[config.mk]
export PLATFORM = sky130hd
export DESIGN_NAME = wave_generator
export DESIGN_NICKNAME = d
export VERILOG_FILES = /design/src/rtl/wave_gen_pkg.sv /design/src/rtl/wave_step_unit.sv /design/src/rtl/wave_generator.sv
export SDC_FILE = /design/constraint.sdc
export NUM_CORES = 1
export LEC_CHECK = 0
export CAP_MARGIN = 15
export CORE_ASPECT_RATIO = 0.8
export CORE_MARGIN = 1.5
export CORE_UTILIZATION = 30
export DETAILED_ROUTE_END_ITERATION = 7
export GPL_ROUTABILITY_DRIVEN = 1
export GPL_TIMING_DRIVEN = 0
export PLACE_DENSITY_LB_ADDON = 0.15
export RECOVER_POWER = 25
export SETUP_SLACK_MARGIN = 0.1
export SLEW_MARGIN = 0
export SYNTH_ARGS = -nofsm -noshare
export SYNTH_HDL_FRONTEND = slang
export SYNTH_HIERARCHICAL = 1
export SYNTH_SLANG_ARGS = --single-unit
[constraint.sdc]
create_clock -name clk -period 6.6 [get_ports clk]
set_input_delay 1.65 -clock clk [delete_from_list [all_inputs] [get_ports clk]]
set_output_delay 1.65 -clock clk [all_outputs]
set_load 0.005 [all_outputs]
[src/rtl/wave_gen_pkg.sv]
// Shared types for the wave generator: waveform mode, count direction and reset mode.
package wave_gen_pkg;

  typedef enum logic [1:0] {
    TRIANGLE = 2'd0,
    SAW_UP   = 2'd1,
    SAW_DOWN = 2'd2,
    SQUARE   = 2'd3
  } mode_t;

  typedef enum logic {
    UP   = 1'b0,
    DOWN = 1'b1
  } dir_t;

  localparam mode_t MODE_DEFAULT = TRIANGLE;

endpackage

[src/rtl/wave_step_unit.sv]
// Combinational next-sample computation: one clamped step of the counter and its direction.
// Sums and differences are formed in N+1 bits so an overflow or borrow clamps instead of wrapping.
module wave_step_unit
  import wave_gen_pkg::*;
#(
  parameter int N = 8
) (
  input  logic [N-1:0] cnt_i,
  input  dir_t         dir_i,
  input  logic [N-1:0] lo_i,
  input  logic [N-1:0] hi_i,
  input  logic [N-1:0] step_i,
  input  mode_t        mode_i,
  output logic [N-1:0] cnt_o,
  output dir_t         dir_o
);

  logic [N:0] sum;
  logic [N:0] diff;
  logic       reach_hi;
  logic       reach_lo;

  assign sum      = {1'b0, cnt_i} + {1'b0, step_i};
  assign diff     = {1'b0, cnt_i} - {1'b0, step_i};
  assign reach_hi = (sum >= {1'b0, hi_i});
  // A borrow out of the top bit means the true difference is negative, hence below lo.
  assign reach_lo = diff[N] || (diff[N-1:0] <= lo_i);

  // NOTE: every output gets a default first, so no path through the case can infer a latch.
  always_comb begin
    cnt_o = cnt_i;
    dir_o = dir_i;
    case (mode_i)
      SAW_UP: begin
        dir_o = UP;
        if (cnt_i == hi_i)  cnt_o = lo_i;
        else if (reach_hi)  cnt_o = hi_i;
        else                cnt_o = sum[N-1:0];
      end
      SAW_DOWN: begin
        dir_o = UP;
        if (cnt_i == lo_i)  cnt_o = hi_i;
        else if (reach_lo)  cnt_o = lo_i;
        else                cnt_o = diff[N-1:0];
      end
      default: begin
        if (dir_i == UP) begin
          if (reach_hi) begin
            cnt_o = hi_i;
            dir_o = DOWN;
          end else begin
            cnt_o = sum[N-1:0];
          end
        end else begin
          if (reach_lo) begin
            cnt_o = lo_i;
            dir_o = UP;
          end else begin
            cnt_o = diff[N-1:0];
          end
        end
      end
    endcase
  end

endmodule

[src/rtl/wave_generator.sv]
// Multi-mode waveform generator with a shadowed, validated runtime configuration applied at a period boundary.
// Optional half-period marker output peak is built only when WAVE_GEN_PEAK_EN is defined.
module wave_generator
  import wave_gen_pkg::*;
#(
  parameter int N = 8
) (
  input  logic         clk,
  input  logic         rst,
  input  logic         ena,
  input  logic         cfg_valid,
  output logic         cfg_ready,
  input  logic [1:0]   cfg_mode,
  input  logic [N-1:0] cfg_lo,
  input  logic [N-1:0] cfg_hi,
  input  logic [N-1:0] cfg_step,
  output logic         cfg_err,
  output logic         wrap,
`ifdef WAVE_GEN_PEAK_EN
  output logic         peak,
`endif
  output logic [N-1:0] out
);

  mode_t        mode_q, mode_d, sh_mode_q, sh_mode_d;
  logic [N-1:0] lo_q, lo_d, sh_lo_q, sh_lo_d;
  logic [N-1:0] hi_q, hi_d, sh_hi_q, sh_hi_d;
  logic [N-1:0] step_q, step_d, sh_step_q, sh_step_d;
  logic [N-1:0] cnt_q, cnt_d;
  dir_t         dir_q, dir_d;
  logic         pending_q, pending_d;
  logic         err_q, err_d;

  logic [N-1:0] step_cnt;
  dir_t         step_dir;
  logic         accept;
  logic         cfg_ok;
  logic         at_start_nxt;
  logic         apply;

  function automatic logic [N-1:0] start_value(input mode_t m, input logic [N-1:0] lo,
                                               input logic [N-1:0] hi);
    return (m == SAW_DOWN) ? hi : lo;
  endfunction

  wave_step_unit #(.N(N)) u_step (
    .cnt_i  (cnt_q),
    .dir_i  (dir_q),
    .lo_i   (lo_q),
    .hi_i   (hi_q),
    .step_i (step_q),
    .mode_i (mode_q),
    .cnt_o  (step_cnt),
    .dir_o  (step_dir)
  );

  assign accept = cfg_valid && cfg_ready;
  assign cfg_ok = (cfg_lo < cfg_hi) && (cfg_step != '0) && (cfg_step <= cfg_hi - cfg_lo);

  // A pending config lands where the old waveform would restart anyway, or immediately when idle.
  assign at_start_nxt = (mode_q == SAW_DOWN) ? (step_cnt == hi_q)
                                             : ((step_cnt == lo_q) && (step_dir == UP));
  assign apply        = pending_q && (!ena || at_start_nxt);

  always_comb begin
    mode_d    = mode_q;
    lo_d      = lo_q;
    hi_d      = hi_q;
    step_d    = step_q;
    cnt_d     = cnt_q;
    dir_d     = dir_q;
    sh_mode_d = sh_mode_q;
    sh_lo_d   = sh_lo_q;
    sh_hi_d   = sh_hi_q;
    sh_step_d = sh_step_q;
    pending_d = pending_q;
    err_d     = 1'b0;

    if (accept) begin
      sh_mode_d = mode_t'(cfg_mode);
      sh_lo_d   = cfg_lo;
      sh_hi_d   = cfg_hi;
      sh_step_d = cfg_step;
      pending_d = cfg_ok;
      err_d     = !cfg_ok;
    end

    if (apply) begin
      mode_d    = sh_mode_q;
      lo_d      = sh_lo_q;
      hi_d      = sh_hi_q;
      step_d    = sh_step_q;
      cnt_d     = start_value(sh_mode_q, sh_lo_q, sh_hi_q);
      dir_d     = UP;
      pending_d = 1'b0;
    end else if (ena) begin
      cnt_d = step_cnt;
      dir_d = step_dir;
    end
  end

  // NOTE: state registers use non-blocking assignments so every register samples pre-edge values.
  always_ff @(posedge clk) begin
    if (rst) begin
      mode_q    <= MODE_DEFAULT;
      lo_q      <= '0;
      hi_q      <= '1;
      step_q    <= N'(1);
      cnt_q     <= '0;
      dir_q     <= UP;
      sh_mode_q <= MODE_DEFAULT;
      sh_lo_q   <= '0;
      sh_hi_q   <= '1;
      sh_step_q <= N'(1);
      pending_q <= 1'b0;
      err_q     <= 1'b0;
    end else begin
      mode_q    <= mode_d;
      lo_q      <= lo_d;
      hi_q      <= hi_d;
      step_q    <= step_d;
      cnt_q     <= cnt_d;
      dir_q     <= dir_d;
      sh_mode_q <= sh_mode_d;
      sh_lo_q   <= sh_lo_d;
      sh_hi_q   <= sh_hi_d;
      sh_step_q <= sh_step_d;
      pending_q <= pending_d;
      err_q     <= err_d;
    end
  end

  assign cfg_ready = !pending_q;
  assign cfg_err   = err_q;
  assign wrap      = ena && (dir_q == UP) && (cnt_q == start_value(mode_q, lo_q, hi_q));
  assign out       = (mode_q == SQUARE) ? ((dir_q == UP) ? hi_q : lo_q) : cnt_q;

`ifdef WAVE_GEN_PEAK_EN
  assign peak = ena && (cnt_q == ((mode_q == SAW_DOWN) ? lo_q : hi_q));
`endif

endmodule

== Yosys cells after proc, flatten, opt, wreduce, memory -nomap -nowiden ==
Cells that the tools add are included.

* Add/sub/neg operators: 3
* Order comparisons: 4
* Equal/unequal tests: 9
* Muxes and demuxes: 17
* Bitwise logic cells: 3
* Reduce and logical (&&, ||, !) cells: 17

{| class="wikitable"
|+ Operator list
! operator !! count
|-
| 8-bit 2-to-1 mux || 11
|-
| 8-bit equality test || 5
|-
| 8-bit <= comparator || 2
|-
| 8-bit case mux with 2 select lines || 1
|-
| 8-bit by 8-bit adder with 9-bit output || 1
|-
| 9-bit by 8-bit greater-or-equal comparator with 1-bit output || 1
|-
| 8-bit by 8-bit subtractor with 9-bit output || 1
|-
| 8-bit < comparator || 1
|-
| 8-bit nonzero test || 1
|-
| 8-bit subtractor || 1
|-
| 1-bit logical AND || 7
|-
| 2-bit equality test, second input constant || 3
|-
| 2-bit OR reduction || 3
|-
| 1-bit 2-to-1 mux || 5
|-
| 1-bit logical NOT || 3
|-
| 1-bit NOT || 3
|-
| 2-bit by 1-bit equality test with 1-bit output, second input constant || 1
|-
| 1-bit logical OR || 2
|-
| 2-bit nonzero test || 1
|}

* Register bits: 63
* Input bits: 30
* Output and inout port bits: 11
* Word-level logic and storage cells: 65

== Depth between registers and ports, before layout ==
Gate-level depths: netlist (run 1).

* Depth in word-level cells: 12
* Mapped depth: 24
* Mapped depth without buffers: 22

== Hierarchy ==
The synthesis (run 1) kept the hierarchy.

{| class="wikitable"
|+ Modules (own cells, without submodules)
! module !! times used !! cells an instance !! area an instance (um^2) !! sequential area each (um^2)
|-
| wave_generator || 1 || 406 || 3530.9 || 1261.2
|-
| wave_step_unit || 1 || 253 || 1818.0 || 0.0
|}

== Least setup slack after synthesis (run 1) ==
Ideal clock, no wire load.

* Kind: register to register
* Start point: reg cnt_q[1]
* End point: reg hi_q[7]
* Setup time: 0.129 ns
* Arrival: 4.704 ns
* Data required time: 6.471 ns
* Setup slack: 1.767 ns
* Cell stages (with the launch flop): 23
* Buffers on the path: 2
* Clock period less this slack: 4.833 ns
* Cells stage by stage: dfxtp_1 -> ha_1 -> nor2b_1 -> o21a_1 -> a311o_1 -> o31ai_1 -> xnor2_1 -> ha_1 -> nand4_1 -> o22ai_1 -> nand3b_1 -> a21oi_1 -> buf_2 -> mux2i_1 -> a2bb2oi_1 -> nand4_1 -> xor2_1 -> nor4_1 -> nand2_1 -> o2bb2ai_4 -> buf_6 -> mux2i_1 -> nand2_1

* Word-level cells in the longest chain between the ends: 11
* Elaborated cells on any way between the ends: 24

{| class="wikitable"
|+ Ends and longest elaborated chain
! item !! line !! text
|-
| from (decl) || wave_generator.sv:29 || <nowiki>logic [N-1:0] cnt_q, cnt_d;</nowiki>
|-
| from (signal assigned) || wave_generator.sv:122 || <nowiki>cnt_q <= cnt_d;</nowiki>
|-
| 8-bit by 8-bit subtractor with 9-bit output || wave_step_unit.sv:24 || <nowiki>assign diff = {1'b0, cnt_i} - {1'b0, step_i};</nowiki>
|-
| 8-bit <= comparator || wave_step_unit.sv:27 || <nowiki>assign reach_lo = diff[N] || (diff[N-1:0] <= lo_i);</nowiki>
|-
| 1-bit logical OR || wave_step_unit.sv:27 ||
|-
| 8-bit 2-to-1 mux || wave_step_unit.sv:43, wave_step_unit.sv:55 ||
|-
| 8-bit 2-to-1 mux, on equally long branches || wave_step_unit.sv:47, wave_step_unit.sv:42 ||
|-
| 8-bit case mux with 2 select lines * || wave_step_unit.sv:33 || <nowiki>case (mode_i)</nowiki>
|-
| net step_cnt[1] || wave_generator.sv:34 || <nowiki>logic [N-1:0] step_cnt;</nowiki>
|-
| 8-bit equality test || wave_generator.sv:62 || <nowiki>: ((step_cnt == lo_q) && (step_dir == UP));</nowiki>
|-
| 1-bit logical AND || wave_generator.sv:62 ||
|-
| 1-bit 2-to-1 mux * || wave_generator.sv:61 || <nowiki>assign at_start_nxt = (mode_q == SAW_DOWN) ? (step_cnt == hi_q)</nowiki>
|-
| 1-bit logical OR * || wave_generator.sv:63 || <nowiki>assign apply = pending_q && (!ena || at_start_nxt);</nowiki>
|-
| 1-bit logical AND * || wave_generator.sv:63 ||
|-
| to (signal assigned) || wave_generator.sv:120 || <nowiki>hi_q <= hi_d;</nowiki>
|-
| to (decl) || wave_generator.sv:27 || <nowiki>logic [N-1:0] hi_q, hi_d, sh_hi_q, sh_hi_d;</nowiki>
|}

Mark *: on every way through the listed nets, which the timed path passes. The rest lies on a longest branch.
A chain may end at the register's enable or synchronous reset.

== Worst setup path in the final report (run 1) ==
* Start point: reg cnt_q[3]
* End point: reg cnt_q[0]

* Word-level cells in the longest chain between the ends: 12
* Elaborated cells on any way between the ends: 27

{| class="wikitable"
|+ Ends and longest elaborated chain
! item !! line
|-
| 8-bit by 8-bit subtractor with 9-bit output || wave_step_unit.sv:24
|-
| 8-bit <= comparator || wave_step_unit.sv:27
|-
| 1-bit logical OR || wave_step_unit.sv:27
|-
| 8-bit 2-to-1 mux || wave_step_unit.sv:43, wave_step_unit.sv:55
|-
| 8-bit 2-to-1 mux, on equally long branches || wave_step_unit.sv:47, wave_step_unit.sv:42
|-
| 8-bit case mux with 2 select lines * || wave_step_unit.sv:33
|-
| net step_cnt[2] || wave_generator.sv:34
|-
| 8-bit equality test || wave_generator.sv:62
|-
| 1-bit logical AND || wave_generator.sv:62
|-
| 1-bit 2-to-1 mux * || wave_generator.sv:61
|-
| 1-bit logical OR * || wave_generator.sv:63
|-
| 1-bit logical AND * || wave_generator.sv:63
|-
| 8-bit 2-to-1 mux or 2-bit nonzero test (tied branches) || n/a
|}

Mark *: on every way through the listed nets, which the timed path passes. The rest lies on a longest branch. The select of a mux whose other input is x is not followed.

==> impl_metrics.py, run 1 <==
metrics = {
    "setup_path": {
        "crit_arrival_ps": 6240,
        "crit_buf_inv": 3,
        "critPathCaptureType": "flop",
        "cpMaxStageDelayCell": "dfxtp_1",
        "worst_r2r_endpoint": "cnt_q[0]",
        "crit_family": "compound AO/OA/AOI/OAI gates",
        "reg2reg_from": "cnt_q[3]",
        "critPathKind": "flop to flop",
        "crit_fanout": 10,
        "r2r_cells": 21,
        "crit_path_start_kind": "flop",
        "crit_chain": "ha_1 > buf_2 > inv_2 > a21o_1 > a221o_1 > a221oi_2 > xnor2_1 > ha_1 > nor2b_1 > a2111oi_2 > nand3_1 > a21o_1 > a222oi_1 > o311ai_1 > xor2_1 > nor4_1 > nand2_1 > o2bb2ai_4 > buf_2 > a211oi_1 > o31a_1",
        "reg2reg_slack_ps": 570,
        "crit_required_ps": 6810,
        "slowest_delay_ps": 690,
    },
    "die": {
        "die_h_um": 122,
        "initial_core_util_pct": 30.8,
        "die_w_um": 152,
        "die-area_um2": 18600,
        "core_area_um2": 17400,
        "io_pins": 41,
        "rows": 43,
    },
    "sta": {
        "hold_viol_final": 0,
        "clock_skew_ps": 5.74,
        "worst_pin_slew_ps": 872,
        "rsz0062_at_grt": "no",
        "clock.fmax_mhz": 166,
        "slew_headroom_pct": 41.1,
        "maxSlewViolCount": 0,
        "setup_ws_ps": 568,
        "setup_viol": 0,
        "post-route-period-util_pct": 91.4,
        "setup_tns_ps": 0,
        "fin_crit_ps": 6030,
    },
    "clock_network": {
        "cts_setup_buffers": 0,
        "cts_max_level": 3,
        "clock_path_buffers": 2,
        "cts_tree": "done",
        "cts.sinks": 63,
        "clockRootBuffer": "clkbuf_16",
        "cts_buffers": 9,
        "hold_buffers": 0,
        "ctsResizeCount": 0,
        "insertion_delay_ps": 330,
        "clk_pin_slew_ps": 50,
    },
    "power_and_ir_drop": {
        "vdd_ir_drop_max_uv": 113,
        "clkPwrFrac_pct": 34.9,
        "combPwrFrac_pct": 35.5,
        "powerDensity_nw_per_um2": 235,
        "p_switching_mw": 0.518,
        "seq_power_share_pct": 29.6,
        "power.internal_mw": 0.976,
        "leakage_nw": 2.58,
        "switching_share_pct": 34.7,
    },
    "min_path": {
        "hp-class": "flop to flop",
        "holdPathStages": 2,
        "hp-start": "sh_step_q[7]",
        "hold_end": "sh_step_q[7]",
    },
    "drt": {
        "drt-initial-drc-count": 400,
        "num_vias": 4957,
        "drc_errors": 0,
        "wl_per_cell_um": 18.7,
        "ant_nets": 0,
        "first_pass_iters": 6,
        "viasPerCell": 5.28,
        "wirelength_um": 17600,
    },
    "placement": {
        "place_congestion": 0.899,
        "hpwl_um": 14200,
        "io_buffers": 38,
        "post-place-ws_ps": 712,
    },
    "synth": {
        "synth_fp_nets": 742,
        "synth-xor-area-share_pct": 9.17,
        "yosysSeqAreaShare_pct": 23.6,
        "yosys_warnings": 6,
        "synthFlopType": "dfxtp_1",
        "synth_top_family_by_area": "simple AND/OR/NAND/NOR gates",
        "synth_common_cells": "nand2_1 (76), dfxtp_1 (63), mux2i_1 (57), inv_1 (53), nor2_1 (52)",
        "synth_seq_cells": 63,
        "synth_cell_types": 69,
        "synth_area_um2": 5350,
        "yosys.area_share.adder_pct": 12.8,
        "synthMuxAreaShare_pct": 10.9,
        "async_reset_ff_share_pct": 0,
        "synth.most_common_cell": "nand2_1",
        "synth_area_per_cell_um2": 8.12,
        "syn_inst": 659,
        "synth_edf_count": 0,
        "yosysTopAreaCellShare_pct": 23.6,
        "yosys.area_share.simple_pct": 18.7,
        "synth_compound_area_share_pct": 17.7,
        "yosysTopAreaCell": "dfxtp_1",
        "ys_top_cells_by_area": "dfxtp_1 (24%), ha_1 (12%), mux2i_1 (11%)",
    },
    "grt": {
        "antenna_found_initial": 0,
        "grt_max_degree": 13,
        "grt_pass1_vias": 4705,
        "grt_overflow": 0,
        "grt_use_total_pct": 19.1,
        "grt_pass1_wl_um": 27500,
    },
    "finish": {
        "area_delta_synth_final_pct": 18.7,
        "utilization_pct": 36.5,
        "n_fill_cell": 1802,
        "nets": 792,
        "num_antenna_cells": 0,
        "drive_gt1_share_pct": 6.72,
    },
    "flow_run": {
        "max-cap-violations": 0,
    },
    "outcome": {
        "run_status": "finished clean",
    },
}
layer usage:
metal / vias to the layer above / GRT usage [%] / part of all wire, %
met2: 143 / 27.7 / 41
met1: 2370 / 28.4 / 51
met5: - / 0 / 0
met4: 0 / 4.67 / 1.6
met3: 29 / 3.85 / 5.8
li1: 2415 / - / -
layout make-up:
class / instances / area (um^2) / share of cell area [%]
clock buffers: 10 / 239 / 3.77
well taps: 225 / 282 / 4.44
inverters: 56 / 210 / 3.31
multi-input cells: 508 / 3710 / 58.4
flip-flops and latches: 63 / 1260 / 19.9
plain buffers: 32 / 171 / 2.70
clock inverters: 6 / 92.6 / 1.46
repair buffers: 39 / 385 / 6.07
logic make-up (layout without fill, tap and decap cells):
logic type                 count (synthesis)  in the layout
buffers and inverters                     88            143
muxes                                     58             58
DFF                                       63             63
xor gates and xnor gates                  56             56
and+or+nand+nor                          211            211
adders and majority gates                 53             53
AOI/OAI and AO/OA                        130            130
sequential cells by signal, summed over array words and instances (netlist names):
signal / flops
cnt_q: 8
hi_q: 8
lo_q: 8
sh_hi_q: 8
sh_lo_q: 8
sh_step_q: 8
step_q: 8
mode_q: 2
sh_mode_q: 2
cfg_err: 1
dir_q: 1
pending_q: 1
cells in the final DEF, fill, tap and decap left out, types with 3 or more instances in the layout:
master	n
o22ai_1	3
a21oi_1	49
inv_1	53
mux2i_1	57
nand4_1	11
a221o_1	6
fa_1	3
nor2b_1	12
clkdlybuf4s50_1	36
nor4_1	8
dfxtp_1	63
o21ai_1	3
xnor2_1	38
o21a_1	3
o21ai_0	10
xor2_1	18
buf_6	5
ha_1	50
nor4b_1	5
a21o_1	7
clkbuf_1	17
buf_2	9
o31a_1	4
clkbuf_16	9
nand2_1	76
nor3_1	13
nor2_1	52
nand2b_1	5
a211oi_1	5
nand3_1	15
o211ai_1	8
worst max path at each step:
stage,end,start,cells past startpoint
6_report,cnt_q[0],cnt_q[3],21
5_1_grt,cnt_q[0],cnt_q[3],22
4_1_cts,cnt_q[0],cnt_q[1],21
3_5_place_dp,hi_q[3],cnt_q[1],21
3_3_place_gp,cnt_q[0],cnt_q[1],21
2_1_floorplan,hi_q[7],cnt_q[1],22
power groups by stage:
stage / Combinational [mW] / Clock (mW) / Sequential, mW
6_report: 0.531 / 0.522 / 0.442
5_1_grt: 0.589 / 0.545 / 0.445
4_1_cts: 0.527 / 0.530 / 0.441
3_5_place_dp: 0.523 / 0 / 0.450
3_3_place_gp: 0.517 / 0 / 0.449
2_1_floorplan: 0.376 / 0 / 0.432
per-stage QoR:
stage                     area, um^2  hold slack [ps]  std cells  total power [mW]
after floorplan                 5350              436        659             0.808
after global routing            6350              491        939              1.58
after detailed placement        6020              453        923             0.973
after global placement          6010              454        922             0.965
after CTS                       6350              456        939              1.50
final                           6350              457        939              1.49
worst register-to-register path, stage by stage (launching register included):
cell       delay [ps]
dfxtp_1           690
ha_1              230
buf_2             200
inv_2              80
a21o_1            180
a221o_1           390
a221oi_2          260
xnor2_1           220
ha_1              310
nor2b_1           150
a2111oi_2         490
nand3_1           330
a21o_1            290
a222oi_1          290
o311ai_1          280
xor2_1            210
nor4_1            360
nand2_1           140
o2bb2ai_4         270
buf_2             300
a211oi_1          110
o31a_1            140
(Power assumes the default switching activity.)
==> inputs of run 2 (changes only) <==
CORE_UTILIZATION = 39   (was 30)
CTS_CLUSTER_SIZE = 40   (was unset)
SETUP_SLACK_MARGIN = 0.5   (was 0.1)
==> impl_metrics.py, run 2 (synthesis gave the netlist of run 1 again) <==
metrics = {
    "setup_path": {
        "reg2reg_slack_ps": 970,
        "r2r_cells": 21,
        "crit_required_ps": 6800,
        "cpMaxStageDelayCell": "dfxtp_2",
        "crit_fanout": 10,
        "reg2reg_from": "cnt_q[1]",
        "worst_r2r_endpoint": "hi_q[1]",
        "crit_chain": "ha_1 > nor2b_1 > o21a_1 > a311o_1 > xnor2_1 > ha_1 > nand4_1 > o22ai_1 > nand3b_1 > a21oi_1 > clkbuf_4 > mux2i_1 > a2bb2oi_1 > nand4_1 > xor2_1 > nor4_1 > nand2_1 > o2bb2ai_4 > buf_6 > mux2i_1 > nand2_1",
        "critPathKind": "flop to flop",
        "crit_path_start_kind": "flop",
        "critPathCaptureType": "flop",
        "slowest_delay_ps": 500,
        "crit_arrival_ps": 5820,
    },
    "drt": {
        "drt-initial-drc-count": 448,
        "viasPerCell": 5.51,
        "wl_per_cell_um": 19.0,
        "ant_nets": 0,
        "wirelength_um": 17000,
        "first_pass_iters": 7,
        "num_vias": 4928,
        "drc_errors": 0,
    },
    "placement": {
        "post-place-ws_ps": 786,
        "place_congestion": 0.928,
        "hpwl_um": 13300,
        "io_buffers": 38,
        "dp_cells": 878,
        "placed_area_um2": 5960,
    },
    "power_and_ir_drop": {
        "powerDensity_nw_per_um2": 227,
        "leakage_nw": 2.58,
        "finalPower_mw": 1.42,
        "vdd_ir_drop_max_uv": 119,
    },
    "finish": {
        "final_cell_mix": "nand2_1 (76), dfxtp_1 (58), mux2i_1 (57), inv_1 (53), nor2_1 (52)",
        "num_antenna_cells": 0,
        "layout_commonest_cell": "nand2_1",
        "design_area_um2": 6280,
        "fin_cells": 894,
        "nets": 792,
        "n_fill_cell": 1303,
        "area_delta_synth_final_pct": 17.3,
        "drive_gt1_share_pct": 7.42,
        "utilization_pct": 46.6,
    },
    "sta": {
        "fin_crit_ps": 5630,
        "setup_ws_ps": 973,
        "setup_tns_ps": 0,
        "post-route-period-util_pct": 85.3,
        "maxSlewViolCount": 0,
        "clock.fmax_mhz": 178,
        "worst_pin_slew_ps": 686,
        "hold_viol_final": 0,
        "rsz0062_at_grt": "no",
        "slew_headroom_pct": 53.6,
        "hold_ws_ps": 459,
        "clock_skew_ps": 6.55,
        "setup_viol": 0,
    },
    "clock_network": {
        "cts_tree": "done",
        "clock_path_buffers": 2,
        "cts_buffers": 9,
        "insertion_delay_ps": 330,
        "cts.sinks": 63,
        "cts_setup_buffers": 0,
        "clockRootBuffer": "clkbuf_16",
        "cts_max_level": 3,
        "clk_pin_slew_ps": 50,
    },
    "die": {
        "io_pins": 41,
        "initial_core_util_pct": 39.8,
        "die-area_um2": 14400,
        "core_area_um2": 13500,
        "rows": 38,
        "die_h_um": 108,
        "die_w_um": 134,
    },
    "grt": {
        "globalRouteMet2Util_pct": 37.2,
        "grt_pass1_vias": 4620,
        "antenna_found_initial": 0,
        "grt_max_degree": 12,
        "grt_overflow": 0,
        "grt_pass1_wl_um": 26500,
        "grt-busiest-layer": "met2",
        "use_met3_pct": 3.63,
        "grt_use_total_pct": 24.1,
        "met1_usage_pct": 35.8,
    },
    "flow_run": {
        "max-cap-violations": 0,
    },
    "min_path": {
        "hold_end": "sh_step_q[5]",
        "hp-start": "sh_step_q[5]",
        "holdPathStages": 2,
        "hp-class": "flop to flop",
    },
    "outcome": {
        "run_status": "finished clean",
    },
}
==> run 2: worst max path at each step <==
stage               endpoint      from  depth (start not counted)  slack [ps]
floorplan            hi_q[7]  cnt_q[1]                         22        1770
global placement     hi_q[1]  cnt_q[0]                         22         880
detailed placement   hi_q[0]  cnt_q[0]                         22         790
CTS                  hi_q[0]  cnt_q[0]                         22         780
global route         hi_q[0]  cnt_q[3]                         23         520
finish               hi_q[1]  cnt_q[1]                         21         970
==> run 2: final cells by class <==
| class | instances | area, um^2 | area share [%] |
|---|---|---|---|
| clock buffers | 10 | 229 | 3.65 |
| well taps | 180 | 225 | 3.59 |
| plain buffers | 32 | 174 | 2.77 |
| flip-flops and latches | 63 | 1270 | 20.2 |
| inverters | 56 | 210 | 3.35 |
| multi-input cells | 508 | 3720 | 59.3 |
| repair buffers | 39 | 385 | 6.14 |
| clock inverters | 6 | 61.3 | 0.977 |
==> run 2: per-layer routing <==
layer	up-vias	share of wire, %	wire length (um)
li1	2413	-	-
met1	2358	52	8760
met2	143	43	7330
met3	14	4.5	764
met4	0	0.75	127
met5	-	0	0
==> run 2: timing repair <==
item	CTS	global route
gates resized for setup	0	8
setup endpoints to repair	0	36
hold buffers	0	0
==> run 2: power by group <==
part | internal (mW) | switching (mW) | total, mW | leakage (nW)
logic | 0.232 | 0.284 | 0.516 | 1.92
clock network | 0.291 | 0.170 | 0.460 | 0.142
registers | 0.404 | 0.0421 | 0.446 | 0.517
==> run 2: worst max-delay path, delay by kind of cell (launching register included) <==
kind | cells | cell delay, ps
AOI/OAI and AO/OA | 6 | 1490
buffers and inverters | 2 | 540
muxes | 2 | 460
DFF | 1 | 500
and+or+nand+nor | 7 | 1240
xor gates and xnor gates | 2 | 650
adders and majority gates | 2 | 640
